**src/rtl/seq_pkg.sv**
```systemverilog
// ============================================================================
// Module   : seq_pkg
// Brief    : Shared constants for the multi-cycle instruction sequencer.
// Revision : 1.0
// ============================================================================
`default_nettype none

package seq_pkg;

    typedef logic [2:0] state_t;

    localparam state_t C_ST_FETCH  = 3'd0;
    localparam state_t C_ST_DECODE = 3'd1;
    localparam state_t C_ST_EXEC   = 3'd2;
    localparam state_t C_ST_MEM    = 3'd3;
    localparam state_t C_ST_WB     = 3'd4;
    localparam state_t C_ST_HALT   = 3'd5;

    // Bit positions inside the one-hot class code
    localparam int C_CLS_JAL    = 0;
    localparam int C_CLS_JALR   = 1;
    localparam int C_CLS_AUIPC  = 2;
    localparam int C_CLS_LUI    = 3;
    localparam int C_CLS_BRANCH = 4;
    localparam int C_CLS_RALU   = 5;
    localparam int C_CLS_STORE  = 6;
    localparam int C_CLS_IALU   = 7;
    localparam int C_CLS_LOAD   = 8;
    localparam int C_CLS_SYSTEM = 9;
    localparam int C_CLS_FP     = 10;

    localparam logic [2:0] C_F3_BEQ  = 3'b000;
    localparam logic [2:0] C_F3_BNE  = 3'b001;
    localparam logic [2:0] C_F3_BLT  = 3'b100;
    localparam logic [2:0] C_F3_BGE  = 3'b101;
    localparam logic [2:0] C_F3_BLTU = 3'b110;
    localparam logic [2:0] C_F3_BGEU = 3'b111;
    localparam logic [2:0] C_F3_SRX  = 3'b101;

endpackage

`default_nettype wire

```
**src/rtl/insn_sequencer_mc_branch_cond.sv**
```systemverilog
// ============================================================================
// Module   : branch_cond
// Brief    : Branch-taken decision from funct3 and the ALU compare flags.
// Revision : 1.0
// ============================================================================
`default_nettype none

module branch_cond
    import seq_pkg::*;
(
    input  logic [2:0] funct3,
    input  logic       eq,
    input  logic       ls,
    input  logic       lu,
    output logic       taken,
    output logic       bad_funct3
);

    always_comb begin
        taken      = 1'b0;
        bad_funct3 = 1'b0;
        case (funct3)
            C_F3_BEQ:  taken = eq;
            C_F3_BNE:  taken = ~eq;
            C_F3_BLT:  taken = ls;
            C_F3_BGE:  taken = ~ls;
            C_F3_BLTU: taken = lu;
            C_F3_BGEU: taken = ~lu;
            default:   bad_funct3 = 1'b1;
        endcase
    end

endmodule

`default_nettype wire

```
**src/rtl/insn_sequencer_mc.sv**
```systemverilog
// ============================================================================
// Module   : insn_sequencer_mc
// Brief    : Multi-cycle FETCH/DECODE/EXEC/MEM/WB sequencer with registered
//            enables, memory/FPU handshakes, bus timeout and retire counter.
// Revision : 1.0
// ============================================================================
`default_nettype none

module insn_sequencer_mc
    import seq_pkg::*;
#(
    parameter int N_CLASS     = 11,
    parameter int MEM_TIMEOUT = 255,
    parameter int CNT_W       = 64
) (
    input  logic               clk,
    input  logic               rst_n,
    input  logic [N_CLASS-1:0] code,
    input  logic [31:0]        insn,
    input  logic               EQ,
    input  logic               LS,
    input  logic               LU,
    input  logic               mem_ready,
    input  logic               fpu_done,
    output logic               mem_req,
    output logic               mem_we,
    output logic               addr_sel,
    output logic               ir_we,
    output logic               pc_we,
    output logic               pc_next_sel,
    output logic               pc_alu_sel,
    output logic               sub_sra,
    output logic               rd_we,
    output logic               frd_we,
    output logic               fpu_start,
    output logic               halted,
    output logic               illegal,
    output logic               bus_err,
    output logic [CNT_W-1:0]   instret
);

    // Counter only needs to hold MEM_TIMEOUT-1; the limit is detected one step early
    localparam int TO_W = (MEM_TIMEOUT < 2) ? 1 : $clog2(MEM_TIMEOUT);
    localparam logic [TO_W-1:0] C_TO_LIMIT = TO_W'((MEM_TIMEOUT == 0) ? 0 : MEM_TIMEOUT - 1);

    state_t             r_state;
    state_t             w_next;
    logic [TO_W-1:0]    r_to_cnt;
    logic               r_fpu_started;
    logic               r_halted;
    logic               r_illegal;
    logic               r_bus_err;
    logic [CNT_W-1:0]   r_instret;

    logic w_taken;
    logic w_bad_f3;
    logic w_onehot;
    logic w_timeout;
    logic w_sub;
    logic w_retire;
    logic w_set_halt;
    logic w_set_ill;
    logic w_set_berr;

    logic w_jal, w_jalr, w_auipc, w_branch, w_ralu, w_store, w_ialu, w_load, w_sys, w_fp;

    assign w_jal    = code[C_CLS_JAL];
    assign w_jalr   = code[C_CLS_JALR];
    assign w_auipc  = code[C_CLS_AUIPC];
    assign w_branch = code[C_CLS_BRANCH];
    assign w_ralu   = code[C_CLS_RALU];
    assign w_store  = code[C_CLS_STORE];
    assign w_ialu   = code[C_CLS_IALU];
    assign w_load   = code[C_CLS_LOAD];
    assign w_sys    = code[C_CLS_SYSTEM];
    assign w_fp     = code[C_CLS_FP];

    assign w_onehot  = (code != '0) && ((code & (code - 1'b1)) == '0);
    assign w_timeout = (MEM_TIMEOUT != 0) && !mem_ready && (r_to_cnt == C_TO_LIMIT);
    assign w_sub     = (w_ralu & insn[30])
                     | (w_ialu & insn[30] & (insn[14:12] == C_F3_SRX))
                     | w_branch;

    branch_cond u_branch_cond (
        .funct3     (insn[14:12]),
        .eq         (EQ),
        .ls         (LS),
        .lu         (LU),
        .taken      (w_taken),
        .bad_funct3 (w_bad_f3)
    );

    always_comb begin
        w_next      = r_state;
        w_retire    = 1'b0;
        w_set_halt  = 1'b0;
        w_set_ill   = 1'b0;
        w_set_berr  = 1'b0;
        mem_req     = 1'b0;
        mem_we      = 1'b0;
        addr_sel    = 1'b0;
        ir_we       = 1'b0;
        pc_we       = 1'b0;
        pc_next_sel = 1'b0;
        pc_alu_sel  = 1'b0;
        sub_sra     = 1'b0;
        rd_we       = 1'b0;
        frd_we      = 1'b0;
        fpu_start   = 1'b0;

        case (r_state)
            C_ST_FETCH: begin
                mem_req = 1'b1;
                if (mem_ready) begin
                    ir_we  = 1'b1;
                    w_next = C_ST_DECODE;
                end else if (w_timeout) begin
                    w_set_berr = 1'b1;
                    w_next     = C_ST_HALT;
                end
            end
            C_ST_DECODE: begin
                if (!w_onehot) begin
                    w_set_ill = 1'b1;
                    w_next    = C_ST_HALT;
                end else if (w_sys) begin
                    w_set_halt = 1'b1;
                    w_next     = C_ST_HALT;
                end else begin
                    w_next = C_ST_EXEC;
                end
            end
            C_ST_EXEC: begin
                pc_alu_sel = w_jal | w_auipc;
                sub_sra    = w_sub;
                if (w_branch) begin
                    pc_alu_sel = 1'b1;
                    if (w_bad_f3) begin
                        w_set_ill = 1'b1;
                        w_next    = C_ST_HALT;
                    end else begin
                        pc_we       = 1'b1;
                        pc_next_sel = w_taken;
                        w_retire    = 1'b1;
                        w_next      = C_ST_FETCH;
                    end
                end else if (w_load || w_store) begin
                    w_next = C_ST_MEM;
                end else if (w_fp) begin
                    fpu_start = ~r_fpu_started;
                    if (fpu_done) begin
                        w_next = C_ST_WB;
                    end
                end else begin
                    w_next = C_ST_WB;
                end
            end
            C_ST_MEM: begin
                mem_req  = 1'b1;
                addr_sel = 1'b1;
                mem_we   = w_store;
                if (mem_ready) begin
                    if (w_store) begin
                        pc_we    = 1'b1;
                        w_retire = 1'b1;
                        w_next   = C_ST_FETCH;
                    end else begin
                        w_next = C_ST_WB;
                    end
                end else if (w_timeout) begin
                    w_set_berr = 1'b1;
                    w_next     = C_ST_HALT;
                end
            end
            C_ST_WB: begin
                pc_we       = 1'b1;
                rd_we       = ~w_fp;
                frd_we      = w_fp;
                pc_next_sel = w_jal | w_jalr;
                pc_alu_sel  = w_jal | w_auipc;
                sub_sra     = w_sub;
                w_retire    = 1'b1;
                w_next      = C_ST_FETCH;
            end
            C_ST_HALT: begin
                w_next = C_ST_HALT;
            end
            default: begin
                w_next = C_ST_HALT;
            end
        endcase

        // Reset forces FETCH, whose Moore outputs must not leak while rst_n is low
        if (!rst_n) begin
            mem_req     = 1'b0;
            mem_we      = 1'b0;
            addr_sel    = 1'b0;
            ir_we       = 1'b0;
            pc_we       = 1'b0;
            pc_next_sel = 1'b0;
            pc_alu_sel  = 1'b0;
            sub_sra     = 1'b0;
            rd_we       = 1'b0;
            frd_we      = 1'b0;
            fpu_start   = 1'b0;
        end
    end

    always_ff @(posedge clk or negedge rst_n) begin
        if (!rst_n) begin
            r_state       <= C_ST_FETCH;
            r_to_cnt      <= '0;
            r_fpu_started <= 1'b0;
            r_halted      <= 1'b0;
            r_illegal     <= 1'b0;
            r_bus_err     <= 1'b0;
            r_instret     <= '0;
        end else begin
            r_state <= w_next;
            if (w_next != r_state) begin
                r_to_cnt <= '0;
            end else if (mem_req && !mem_ready) begin
                r_to_cnt <= r_to_cnt + 1'b1;
            end
            r_fpu_started <= (w_next == C_ST_EXEC) && (fpu_start || r_fpu_started);
            if (w_set_halt) r_halted  <= 1'b1;
            if (w_set_ill)  r_illegal <= 1'b1;
            if (w_set_berr) r_bus_err <= 1'b1;
            if (w_retire)   r_instret <= r_instret + 1'b1;
        end
    end

    assign halted  = r_halted;
    assign illegal = r_illegal;
    assign bus_err = r_bus_err;
    assign instret = r_instret;

endmodule

`default_nettype wire

```
**config.mk**
```make
export PLATFORM = sky130hd
export DESIGN_NAME = insn_sequencer_mc
export DESIGN_NICKNAME = d
export VERILOG_FILES = /design/src/rtl/seq_pkg.sv /design/src/rtl/insn_sequencer_mc_branch_cond.sv /design/src/rtl/insn_sequencer_mc.sv
export SDC_FILE = /design/constraint.sdc
export NUM_CORES = 1
export LEC_CHECK = 0
export BUFFER_PORTS_ARGS = -buffer_cell sky130_fd_sc_hd__buf_2
export CAP_MARGIN = 20
export CORE_MARGIN = 10
export CORE_UTILIZATION = 45
export DETAILED_ROUTE_END_ITERATION = 10
export PLACE_DENSITY = 0.78
export SLEW_MARGIN = 20
export SYNTH_ARGS = -nofsm -noshare
export SYNTH_HDL_FRONTEND = slang
export SYNTH_HIERARCHICAL = 1
export SYNTH_SLANG_ARGS = --single-unit
```
**constraint.sdc**
```tcl
create_clock -name clk -period 3.09 [get_ports clk]
set_clock_uncertainty 0.2 [all_clocks]
set_input_delay 0 -clock clk [delete_from_list [all_inputs] [get_ports clk]]
set_output_delay 0 -clock clk [all_outputs]
set_load 0.01 [all_outputs]
```
; ---- Word-level counts from Yosys, hierarchy flattened
; Cells that the tools add are included.
[totals]
ff_bits = 79
latchBits = 0
rom_bits = 0
ramBits = 0
mem_count = 0
[classes]
div = 0
reduce_logical = 15
add_sub_neg = 3
multipliers = 0
bitwise = 13
n_shift = 0
n_eq_ne = 12
n_lt_le_gt_ge = 0
n_mux = 58
[op_table]
columns = operator, count
row1 = $add 64x1->64 const B, 1
row2 = $mux 1, 39
row3 = $mux 3, 11
row4 = $mux 8, 2
row5 = $eq 3x3->1 const B, 5
row6 = $pmux 3 s5, 1
row7 = $and 11x11->11, 1
row8 = $logic_not 11->1, 1
row9 = $reduce_bool 11->1, 1
row10 = $sub 11x1->11 const B, 1
row11 = $eq 3x2->1 const B, 3
row12 = $add 8x1->8 const B, 1
row13 = $eq 8x8->1 const B, 1
row14 = $eq 3x1->1 const B, 2
row15 = $logic_not 3->1, 2
row16 = $pmux 1 s2, 3
row17 = $pmux 1 s6, 1
row18 = $reduce_or 6->1, 1
row19 = $not 1->1, 5
row20 = $logic_and 1x1->1, 4
row21 = $or 1x1->1, 4
row22 = $reduce_or 2->1, 2
row23 = $and 1x1->1, 3
row24 = $ne 3x3->1, 1
row25 = 4 further kinds, 5

; ---- Logic depth before layout (Yosys ltp)
[depth]
word_depth = 8
depth_mapped = 8
ltp_nobuf = 6

; ---- Cells and area by module
; Netlist, hierarchy kept.
[by_module_without_submodules]
columns = module, instances, seq_area_each_um2, area_each_um2, cells_each
row1 = insn_sequencer_mc, 1, 1976.9, 4241.6, 427
row2 = branch_cond, 1, 0.0, 46.3, 6

; ---- Worst setup path before layout
; Ideal clock, no wire load.
[synth_path]
kind = reg2reg
start = register r_instret[4] (netlist: instret[4])
end = register r_instret[57] (netlist: instret[57])
synth_period_minus_slack_ns = 2.425
path_slack_ns = 0.665
stages_incl_launch_ff = 8
arrival_time_ns = 2.097
path_buffers = 2
required_ns = 2.762
path_cell_list = dfrtp_1 -> nand4_2 -> or4_4 -> buf_6 -> nor4_4 -> buf_6 -> nand4_1 -> xnor2_1
[synth_via]
elab_chain_cells = 1
[synth_rtl]
columns = element, line
row1 = "start, declared", insn_sequencer_mc.sv:53  ; logic [CNT_W-1:0] r_instret;
row2 = "start signal, assigned", insn_sequencer_mc.sv:229  ; if (w_retire) r_instret <= r_instret + 1'b1;
row3 = $add 64x1->64, insn_sequencer_mc.sv:229
; Every way passes these cells.
; A chain may end at the register's enable or synchronous reset.

; ---- Worst setup path after layout
[layout_path]
start = register r_state[2]
end = register r_instret[55] (netlist: instret[55])
[layout_via]
elab_chain_cells = 2
word_cells_on_any_way = 4
cone_classes = 3 x eq/ne / 1 x mux
[layout_rtl]
columns = element, line
row1 = "start, declared", insn_sequencer_mc.sv:46  ; state_t r_state;
row2 = "start signal, assigned", insn_sequencer_mc.sv:219  ; r_state <= w_next;
row3 = $eq 3x3->1 or $eq 3x2->1 (tied branches), insn_sequencer_mc.sv:111  ; case (r_state)
row4 = $pmux 1 s3 (*), insn_sequencer_mc.sv:111
; Every way passes the cells marked *; elsewhere a longest branch is shown, timed or not.

==> results.md <==
* # fillers at 823
* Dominant cell type by area after synthesis: dfrtp_1
* Share of cells above drive strength 1 at 0.244
* Crit share post-route at 0.878
* Critical path endpoint category: flop
* Core area at 9240 µm²
* Longest Clk Path Bufs at 2
* P_leak at 2.58 nW
* Post-synth EDFFs at 0
* Top FF cell, synth: dfrtp_1
* ANT nets after route at 0
* Number of max-cap violations at 0
* Measured slew at the worst slew-check pin at 0.951 ns
* Die width at 118 µm
* Worst-skew pair later-pin latency at 0.35 ns
* Maximum vdd drop at 0.213 mV
* Hold Path Depth at 4
* DPL Wire Length at 8290 µm
* Distinct cells, synth at 55
* Sink Count at 79
* Global Route Usage Sum at 0.162
* Placement Rows at 35
* Initial antenna violation count at 0
* CTS H-Tree Depth at 3
* Mapped Cells at 433
* Footprint of the multi-input gates at 2190 µm²
* Clock period minus worst slack at 2.71 ns
* DP Cell Count at 651
* Total wire length at 11400 µm
* Post-CTS setup repair buffer count at 0
* Final nets at 597
* Final number of hold-violating endpoints at 0
* CTS resizes at 0
* HP Class: in -> reg
* Pwr Density at 514 nW/µm²
* Largest net degree at the start of global routing at 77
* IO Pins at 128
* First-pass GRT wire length at 18900 µm
* Synth top area cells: dfrtp_1, xnor2_1, xor2_1, nand4_1, nand3_1
* Post-Syn Area per Cell at 9.90 µm²
* Fin cells at 678
* DRT iter0 DRCs at 271
* Yosys top cell area share at 0.461
* DR vias/cell at 5.57
* Most frequent cell after synthesis: dfrtp_1
* Type of the worst setup path: reg -> reg
* Max Fclk at 369 MHz
* Drt wl/cell at 16.8 µm
* Slew headroom at 0.366
* Crit path launch type: flop
* Crit path max fanout at 16
* Number of port buffers at 99
* Seq/Total Area, Yosys at 0.461
* Root Buffer: clkbuf_8
* Setup-failing EPs final at 0
* Cts hold-fix bufs at 11
* Synth Cell Area at 4290 µm²
* Syn. warnings at 6
* Critical Path AT at 2.72 ns
* CTS tree: yes
* RSZ-0062 raised after global routing: no
* DRT Pass-1 Iters at 5
* DR DRC count at 0
* DIE AREA at 13800 µm²
* Status: finished clean
* Register area at 1980 µm²
* Slew Limit Fails at 0
* Overflow after GRT at 0
* WP data required at 3.10 ns
* Via count at 3779
* Worst Reg-to-Reg Cells at 6
* Starting Density at 0.464
* Syn_nets at 486
* Share of async-settable or async-resettable flops after synthesis at 1.00
* Worst-path clk slew at 0.08 ns
* Vias in the first global route at 3665
* Synth-to-Final Area Change at 23.0%
* Seq cells post-synth at 79
* Die H at 118 µm
* Setup TNS at 0 ns
* Antenna Cells at 0
* Commonest cells in the netlist: dfrtp_1, xnor2_1, nand4_1
* Cts bufs inserted at 9
* Final Wtd Congestion at 0.886
area by class of cell:
type	count	area share
multi-input cells	325	0.414
flip-flops and latches	79	0.375
repair buffers	117	0.125
well taps	129	0.0306
clock buffers	10	0.0242
clock inverters	6	0.0221
inverters	12	0.00854
registers in the layout, indices dropped and copies added (netlist names):
name / cells
r_state: 3
r_to_cnt: 8
halted: 1
r_fpu_started: 1
instret: 64
bus_err: 1
illegal: 1
worst paths after layout:
| check | endpoint | slack [ns] | from |
|---|---|---|---|
| hold reg to reg | bus_err | 0.26 | bus_err |
| hold / removal | r_state[1] | 0.04 | code[4] |
| setup / recovery | instret[55] | 0.38 | r_state[2] |
| max in group asynchronous | instret[27] | 1.79 | rst_n |
| min in group asynchronous | illegal | 0.27 | rst_n |
| setup reg to reg | instret[55] | 0.38 | r_state[2] |
power by group:
part           leakage (nW)  internal [mW]  switching (mW)
combinational          1.39          0.233           0.374
clock                 0.121          0.543           0.396
sequential             1.07           1.09          0.0754
cell usage in the layout, fill, tap and decap left out, drive strengths merged, types with 10 or more instances in the layout:
cell type      n
buf          106
dfrtp         79
xnor2         46
nand4         38
nor2          29
xor2          27
nand3         26
nor3          26
nand2         20
and3          15
o21ai         13
inv           13
dlygate4sd3   11
nor4          10
clkbuf        10
routing by layer:
metal | vias up | global-route usage | routed length (µm) | part of all wire
li1 | 1790 | - | - | -
met1 | 1846 | 0.212 | 5230 | 0.46
met2 | 129 | 0.260 | 5350 | 0.47
met3 | 14 | 0.0336 | 603 | 0.053
met4 | 0 | 0.0549 | 193 | 0.017
met5 | - | 0 | 0 | 0
cell families (layout without fill, tap and decap cells):
logic type	Yosys count	count (layout)	synth area share
muxes	2	2	0.00496
AOI/OAI and AO/OA	47	47	0.0779
adders and majority gates	4	4	0.0111
and+or+nand+nor	199	199	0.267
buffers and inverters	29	145	0.0292
xor gates and xnor gates	73	73	0.149
DFF	79	79	0.461
critical path, stage by stage (launching register included):
cell and delay, ns:
dfrtp_1 0.58, inv_1 0.15, nor3_1 0.43, buf_4 0.24
o21a_1 0.59, nand4_1 0.20, xnor2_1 0.19
through the flow:
| step | util | hold WS, ns | cell area, µm² | total power, mW | setup slack (ns) |
|---|---|---|---|---|---|
| after CTS | 0.571 | 0.00144 | 5270 | 2.73 | 0.389 |
| after global routing | 0.571 | 0.0727 | 5270 | 2.85 | 0.127 |
| final | 0.571 | 0.0429 | 5270 | 2.71 | 0.378 |
| after global placement | 0.532 | -0.369 | 4920 | 1.77 | 0.471 |
| after detailed placement | 0.532 | -0.363 | 4920 | 1.78 | 0.424 |
| after floorplan | - | -0.496 | 4290 | 1.55 | 0.665 |
(Power assumes the default switching activity.)
